### src/rtl/mem_bridge_pkg.sv
// Shared types and defaults for the memory bus bridge.
package mem_bridge_pkg;

    typedef enum logic [1:0] {
        ST_IDLE   = 2'd0,
        ST_ACCESS = 2'd1,
        ST_HOLD   = 2'd2
    } state_t;

    localparam int          ADDR_W_DEF     = 13;
    localparam int          DATA_W_DEF     = 8;
    localparam logic [7:0]  ABORT_DATA_DEF = 8'hFF;

    // Counter only needs to reach TIMEOUT-1; the +1 keeps width >= 1 for TIMEOUT = 1.
    function automatic int cnt_width(input int timeout);
        return $clog2(timeout + 1);
    endfunction

endpackage

### src/rtl/bridge_timeout_counter.sv
// Counts ACCESS cycles; tc flags the last cycle allowed before an abort.
module bridge_timeout_counter
    import mem_bridge_pkg::*;
#(
    parameter int TIMEOUT = 15
) (
    input  logic clk,
    input  logic rst,
    input  logic clr,
    input  logic en,
    output logic tc
);

    localparam int            CW   = cnt_width(TIMEOUT);
    localparam logic [CW-1:0] LAST = CW'(TIMEOUT - 1);

    logic [CW-1:0] cnt;

    // Clear has priority; the FSM leaves ACCESS at LAST so no wrap is needed.
    always_ff @(posedge clk or negedge rst) begin
        if (!rst)     cnt <= '0;
        else if (clr) cnt <= '0;
        else if (en)  cnt <= cnt + 1'b1;
    end

    assign tc = (cnt == LAST);

endmodule

### src/rtl/gen_reg.sv
// Generic enabled register with asynchronous active-low clear.
module gen_reg #(
    parameter int W = 1
) (
    input  logic         clk,
    input  logic         rst,
    input  logic         en,
    input  logic [W-1:0] d,
    output logic [W-1:0] q
);

    // Load on enable, hold otherwise.
    always_ff @(posedge clk or negedge rst) begin
        if (!rst)    q <= '0;
        else if (en) q <= d;
    end

endmodule

### src/rtl/mem_bus_bridge.sv
// Bridges the data-path memory port to a variable-latency req/ack byte bus,
// stalling the controller and aborting with a sticky error on timeout.
module mem_bus_bridge
    import mem_bridge_pkg::*;
#(
    parameter int              ADDR_W     = ADDR_W_DEF,
    parameter int              DATA_W     = DATA_W_DEF,
    parameter int              TIMEOUT    = 15,
    parameter logic [DATA_W-1:0] ABORT_DATA = DATA_W'(ABORT_DATA_DEF)
) (
    input  logic              clk,
    input  logic              rst,
    input  logic [ADDR_W-1:0] cpu_addr,
    input  logic [DATA_W-1:0] cpu_wdata,
    input  logic              cpu_read,
    input  logic              cpu_write,
    output logic [DATA_W-1:0] cpu_rdata,
    output logic              cpu_stall,
    output logic              cpu_done,
    output logic              bus_req,
    output logic              bus_we,
    output logic [ADDR_W-1:0] bus_addr,
    output logic [DATA_W-1:0] bus_wdata,
    input  logic [DATA_W-1:0] bus_rdata,
    input  logic              bus_ack,
    output logic              err,
    input  logic              err_clr
);

    state_t state, state_nxt;
    logic   load;
    logic   tc;
    logic   in_access;
    logic   to_abort;
    logic   hold_we;

    // State register.
    always_ff @(posedge clk or negedge rst) begin
        if (!rst) state <= ST_IDLE;
        else      state <= state_nxt;
    end

    // Next state and controller-facing strobes.
    always_comb begin
        state_nxt = state;
        load      = 1'b0;
        cpu_stall = 1'b0;
        cpu_done  = 1'b0;
        bus_req   = 1'b0;
        unique case (state)
            ST_IDLE: begin
                cpu_stall = cpu_read | cpu_write;
                if (cpu_read | cpu_write) begin
                    load      = 1'b1;
                    state_nxt = ST_ACCESS;
                end
            end
            ST_ACCESS: begin
                cpu_stall = 1'b1;
                bus_req   = 1'b1;
                if (bus_ack || tc) state_nxt = ST_HOLD;
            end
            ST_HOLD: begin
                cpu_done  = 1'b1;
                state_nxt = ST_IDLE;
            end
            default: state_nxt = ST_IDLE;
        endcase
    end

    assign in_access = (state == ST_ACCESS);
    // A coincident ack wins over the timeout.
    assign to_abort  = in_access && !bus_ack && tc;

    // Holding registers: bus side sees only these, never the live cpu inputs.
    gen_reg #(.W(ADDR_W)) u_addr_reg (
        .clk (clk), .rst (rst), .en (load), .d (cpu_addr),  .q (bus_addr)
    );
    gen_reg #(.W(DATA_W)) u_wdata_reg (
        .clk (clk), .rst (rst), .en (load), .d (cpu_wdata), .q (bus_wdata)
    );
    // Write wins when read and write are both requested.
    gen_reg #(.W(1)) u_we_reg (
        .clk (clk), .rst (rst), .en (load), .d (cpu_write), .q (hold_we)
    );

    assign bus_we = hold_we;

    bridge_timeout_counter #(.TIMEOUT(TIMEOUT)) u_tmo (
        .clk (clk),
        .rst (rst),
        .clr (load),
        .en  (in_access),
        .tc  (tc)
    );

    // Read data latch: ack data on success, abort pattern on timeout, else hold.
    always_ff @(posedge clk or negedge rst) begin
        if (!rst) begin
            cpu_rdata <= '0;
        end else if (in_access && !hold_we) begin
            if (bus_ack)  cpu_rdata <= bus_rdata;
            else if (tc)  cpu_rdata <= ABORT_DATA;
        end
    end

    // Sticky timeout flag; a new abort beats a simultaneous clear.
    always_ff @(posedge clk or negedge rst) begin
        if (!rst)         err <= 1'b0;
        else if (to_abort) err <= 1'b1;
        else if (err_clr)  err <= 1'b0;
    end

endmodule
### config.mk
export PLATFORM = sky130hd
export DESIGN_NAME = mem_bus_bridge
export DESIGN_NICKNAME = d
export VERILOG_FILES = /design/src/rtl/mem_bridge_pkg.sv /design/src/rtl/bridge_timeout_counter.sv /design/src/rtl/gen_reg.sv /design/src/rtl/mem_bus_bridge.sv
export SDC_FILE = /design/constraint.sdc
export NUM_CORES = 1
export LEC_CHECK = 0
export BUFFER_PORTS_ARGS = -buffer_cell sky130_fd_sc_hd__buf_4
export CAP_MARGIN = 0
export CORE_AREA = 2 2 62 64
export CTS_CLUSTER_DIAMETER = 60
export DETAILED_ROUTE_END_ITERATION = 12
export DIE_AREA = 0 0 64 66
export GPL_TIMING_DRIVEN = 0
export PLACE_DENSITY = 0.75
export REMOVE_ABC_BUFFERS = 1
export SYNTH_ARGS = -nofsm -noshare
export SYNTH_HDL_FRONTEND = slang
export SYNTH_SLANG_ARGS = --single-unit
### constraint.sdc
create_clock -name clk -period 1.6 [get_ports clk]
set_input_delay 0.32 -clock clk [delete_from_list [all_inputs] [get_ports clk]]
set_output_delay 0.32 -clock clk [all_outputs]
set_load 0.02 [all_outputs]
==> results.cfg <==
[run_status]
status = complete, no violations

[critical_path]
critical-path-max-stage-delay_ns = 0.44
path_cells = buf_4 -> and2b_2 -> buf_4
r2r_slack_ns = 0.11
crit_arrival_ns = 1.23
critPathTopFamily = flip-flops
r2r-end = cpu_rdata[1]
critical-path-slowest-cell = dfrtp_2
cp_common_cell = buf_4
path_buf_inv = 2
endpoint_kind = output port
cp-start-kind = flop
rr_startpoint = u_tmo.cnt[0]
reg2reg_depth = 5
critPathMaxFanout = 3
critPathKind = flop to output port
required_ns = 1.28

[yosys]
syn_area_um2 = 1550
yosysTopAreaCell = dfrtp_1
synth.distinct_cells = 27
yosysWarnings = 0
synth_top_area_share_pct = 59.7
syn_inst = 98
synth.area.top_cells = dfrtp_1, mux2_4, o22a_1
synth_seq_area_share_pct = 59.7
post_synth.cell_area_avg_um2 = 15.8
synth_seq_cells = 37

[sta]
maxSlewHeadroom_pct = 69.3
finalSetupViolCount = 0
rsz0062_at_grt = no
fin_tns_setup_ns = 0
fin_crit_sh_pct = 96.6
max_freq_mhz = 647
tightest_slew_ns = 0.460
finalHoldViolations = 0
slew_violations = 0
clock_skew_ns = 0.0139
min_period_ns = 1.55
holdWs_ns = 0.158

[detailed_routing]
drt_iter0_drc = 45
wl_met1_um = 1290
via_per_inst = 4.76
drt-pass1-iter-count = 2
dr_wl_met3_um = 263
finalWirelength_um = 3220
postRouteAntennaNets = 0
wl_per_cell_um = 13.9
drcViolationCount = 0
met2RoutedLength_um = 1610
routed.top_layer = met4
num_vias = 1104

[floorplanning]
start_util_pct = 43.7
core_area_um2 = 3550
rows = 22
die_x_um = 64
ios = 69
die_area_um2 = 4220
die_h_um = 66

[finish]
final_cell_area_um2 = 2290
layout-drive-gt1-share_pct = 64.7
fillers = 273
multi_input_area_um2 = 602
ff_latch_area_um2 = 927
antenna_cells = 0
final_core_util_pct = 64.4
area_growth_syn_to_layout_pct = 47.6
final_nets = 220
layoutNonFillerInstCount = 232

[placement]
dpl.cell_count = 213
place_area_um2 = 2110
dp_hpwl_um = 2250
portBuffers = 68
gp_congestion = 0.742

[clock_network]
root_buffer = clkbuf_4
cts-buffers-inserted = 5
clkTransAtPathRegs_ns = 0.12
cts_sinks = 37
clock_latency_ns = 0.33
htreeDepth = 2
clockBufferDepth = 2
cts_tree = yes

[power]
p_seq_share_pct = 35.2
power.switching_w = 0.00178
p_int_w = 0.00304
vdd_ir_drop_max_mv = 1.38
leakage_nw = 1.15
comb_power_share_pct = 53.4
netSwitchingFraction_pct = 36.9
clockPowerShare_pct = 11.4
p_per_area_nw_per_um2 = 2100

[flow_run]
drv_cap = 0

[global_routing]
grt_max_degree = 38
grt_pass1_wl_um = 5050
grt_use_total_pct = 15.8
antenna_found_initial = 0
grt_pass1_vias = 1149
grt.overflow.total = 0

[worst_hold_path]
min_to = err
worstHoldStart = err_clr
whs_path_depth = 2
hold_path.class = primary input to flop
[cell type report]
type | instances | share of cell area [%]
Multi-Input combinational cell | 55 | 26.3
Sequential cell | 37 | 40.5
Clock inverter | 1 | 0.219
Clock buffer | 7 | 2.84
Timing Repair Buffer | 80 | 26.8
Tap cell | 48 | 2.62
Inverter | 4 | 0.656
[worst register-to-register path: cells and delay by family (launching register included)]
kind	cells	cell delay (ns)
fa+ha+maj	1	0.22
simple gates	1	0.11
compound gates	2	0.55
flops	1	0.43
buf+inv	1	0.06
[cell usage in the layout (no fill, tap or decap), drive strengths merged]
master       Yosys  final
a211o            1      1
a21oi            1      1
a22o             1      1
a31oi            1      1
and2b            1      1
buf              2     79
clkbuf           0      7
clkinv           0      1
dfrtp           37     37
dlygate4sd3      0      1
ha               2      2
inv              4      4
mux2            22     22
nand2            2      2
nand2b           1      1
nand3            2      2
nand3b           1      1
nor2             3      3
nor3             2      2
nor3b            2      2
o21ai            1      1
o22a             8      8
o2bb2ai          1      1
o32ai            1      1
or2              1      1
xnor2            1      1
[through the flow]
step / total power (W) / worst slack (ns)
2_1_floorplan: 0.00314 / -0.189
3_3_place_gp: 0.00400 / -0.527
3_5_place_dp: 0.00409 / -0.247
4_1_cts: 0.00473 / 0.00953
5_1_grt: 0.00509 / 0.00274
6_report: 0.00482 / 0.0548
[sequential cells by signal, indices dropped and copies added (netlist names)]
register,cells
u_addr_reg.q,13
cpu_rdata,8
u_wdata_reg.q,8
u_tmo.cnt,4
state,2
err,1
u_we_reg.q,1
[power groups by stage]
stage          Combinational [W]  Clock, W  Sequential [W]
6_report                 0.00257  0.000551         0.00169
5_1_grt                  0.00272  0.000610         0.00176
4_1_cts                  0.00247  0.000569         0.00169
3_5_place_dp             0.00239         0         0.00170
3_3_place_gp             0.00232         0         0.00168
2_1_floorplan            0.00100         0         0.00214
[worst max-delay path by stage]
stage / startpoint / endpoint / slack [ns] / cells after the start
CTS: state[0] / u_addr_reg.q[10] / 0.01 / 5
finish: state[0] / cpu_done / 0.05 / 3
global placement: cpu_write / u_wdata_reg.q[0] / -0.53 / 3
floorplan: cpu_write / u_wdata_reg.q[0] / -0.19 / 2
global route: state[0] / cpu_done / 0.003 / 3
detailed placement: cpu_write / u_addr_reg.q[7] / -0.25 / 4
[cells in the mapped netlist (all sizes together)]
| cell | n |
|---|---|
| a21oi | 1 |
| mux2 | 22 |
| o32ai | 1 |
| nand2b | 1 |
| nor3b | 2 |
| nand2 | 2 |
| o2bb2ai | 1 |
| o22a | 8 |
| inv | 4 |
| or2 | 1 |
| o21ai | 1 |
| a22o | 1 |
| nand3 | 2 |
| xnor2 | 1 |
| and2b | 1 |
| a31oi | 1 |
| a211o | 1 |
| ha | 2 |
| nor2 | 3 |
| nor3 | 2 |
| dfrtp | 37 |
| nand3b | 1 |
| buf | 2 |
[cells by family (layout without fill, tap and decap cells)]
logic type                 Yosys count  count (layout)  share of synthesized area (%)
buffers and inverters                6              92                           2.66
xor gates and xnor gates             1               1                          0.565
DFF                                 37              37                           59.7
muxes                               22              22                           20.6
AOI/OAI and AO/OA                   15              15                           8.07
and+or+nand+nor                     15              15                           6.78
adders and majority gates            2               2                           1.61
[metal layers]
layer / global-route usage, % / vias up
met5: 0 / -
li1: - / 520
met1: 19.3 / 526
met4: 8.42 / 0
met2: 25.7 / 51
met3: 4.26 / 7
[timing repair]
| item | in CTS | in global routing |
|---|---|---|
| endpoints found under the setup margin | 1 | 19 |
| endpoints found under the hold margin | 37 | 0 |
| hold buffers | 1 | 0 |
| buffers inserted | 4 | 6 |
| gates resized for setup | 2 | 4 |
| pin swaps | 2 | 1 |
Note: power is estimated with default switching activity, not from simulation.
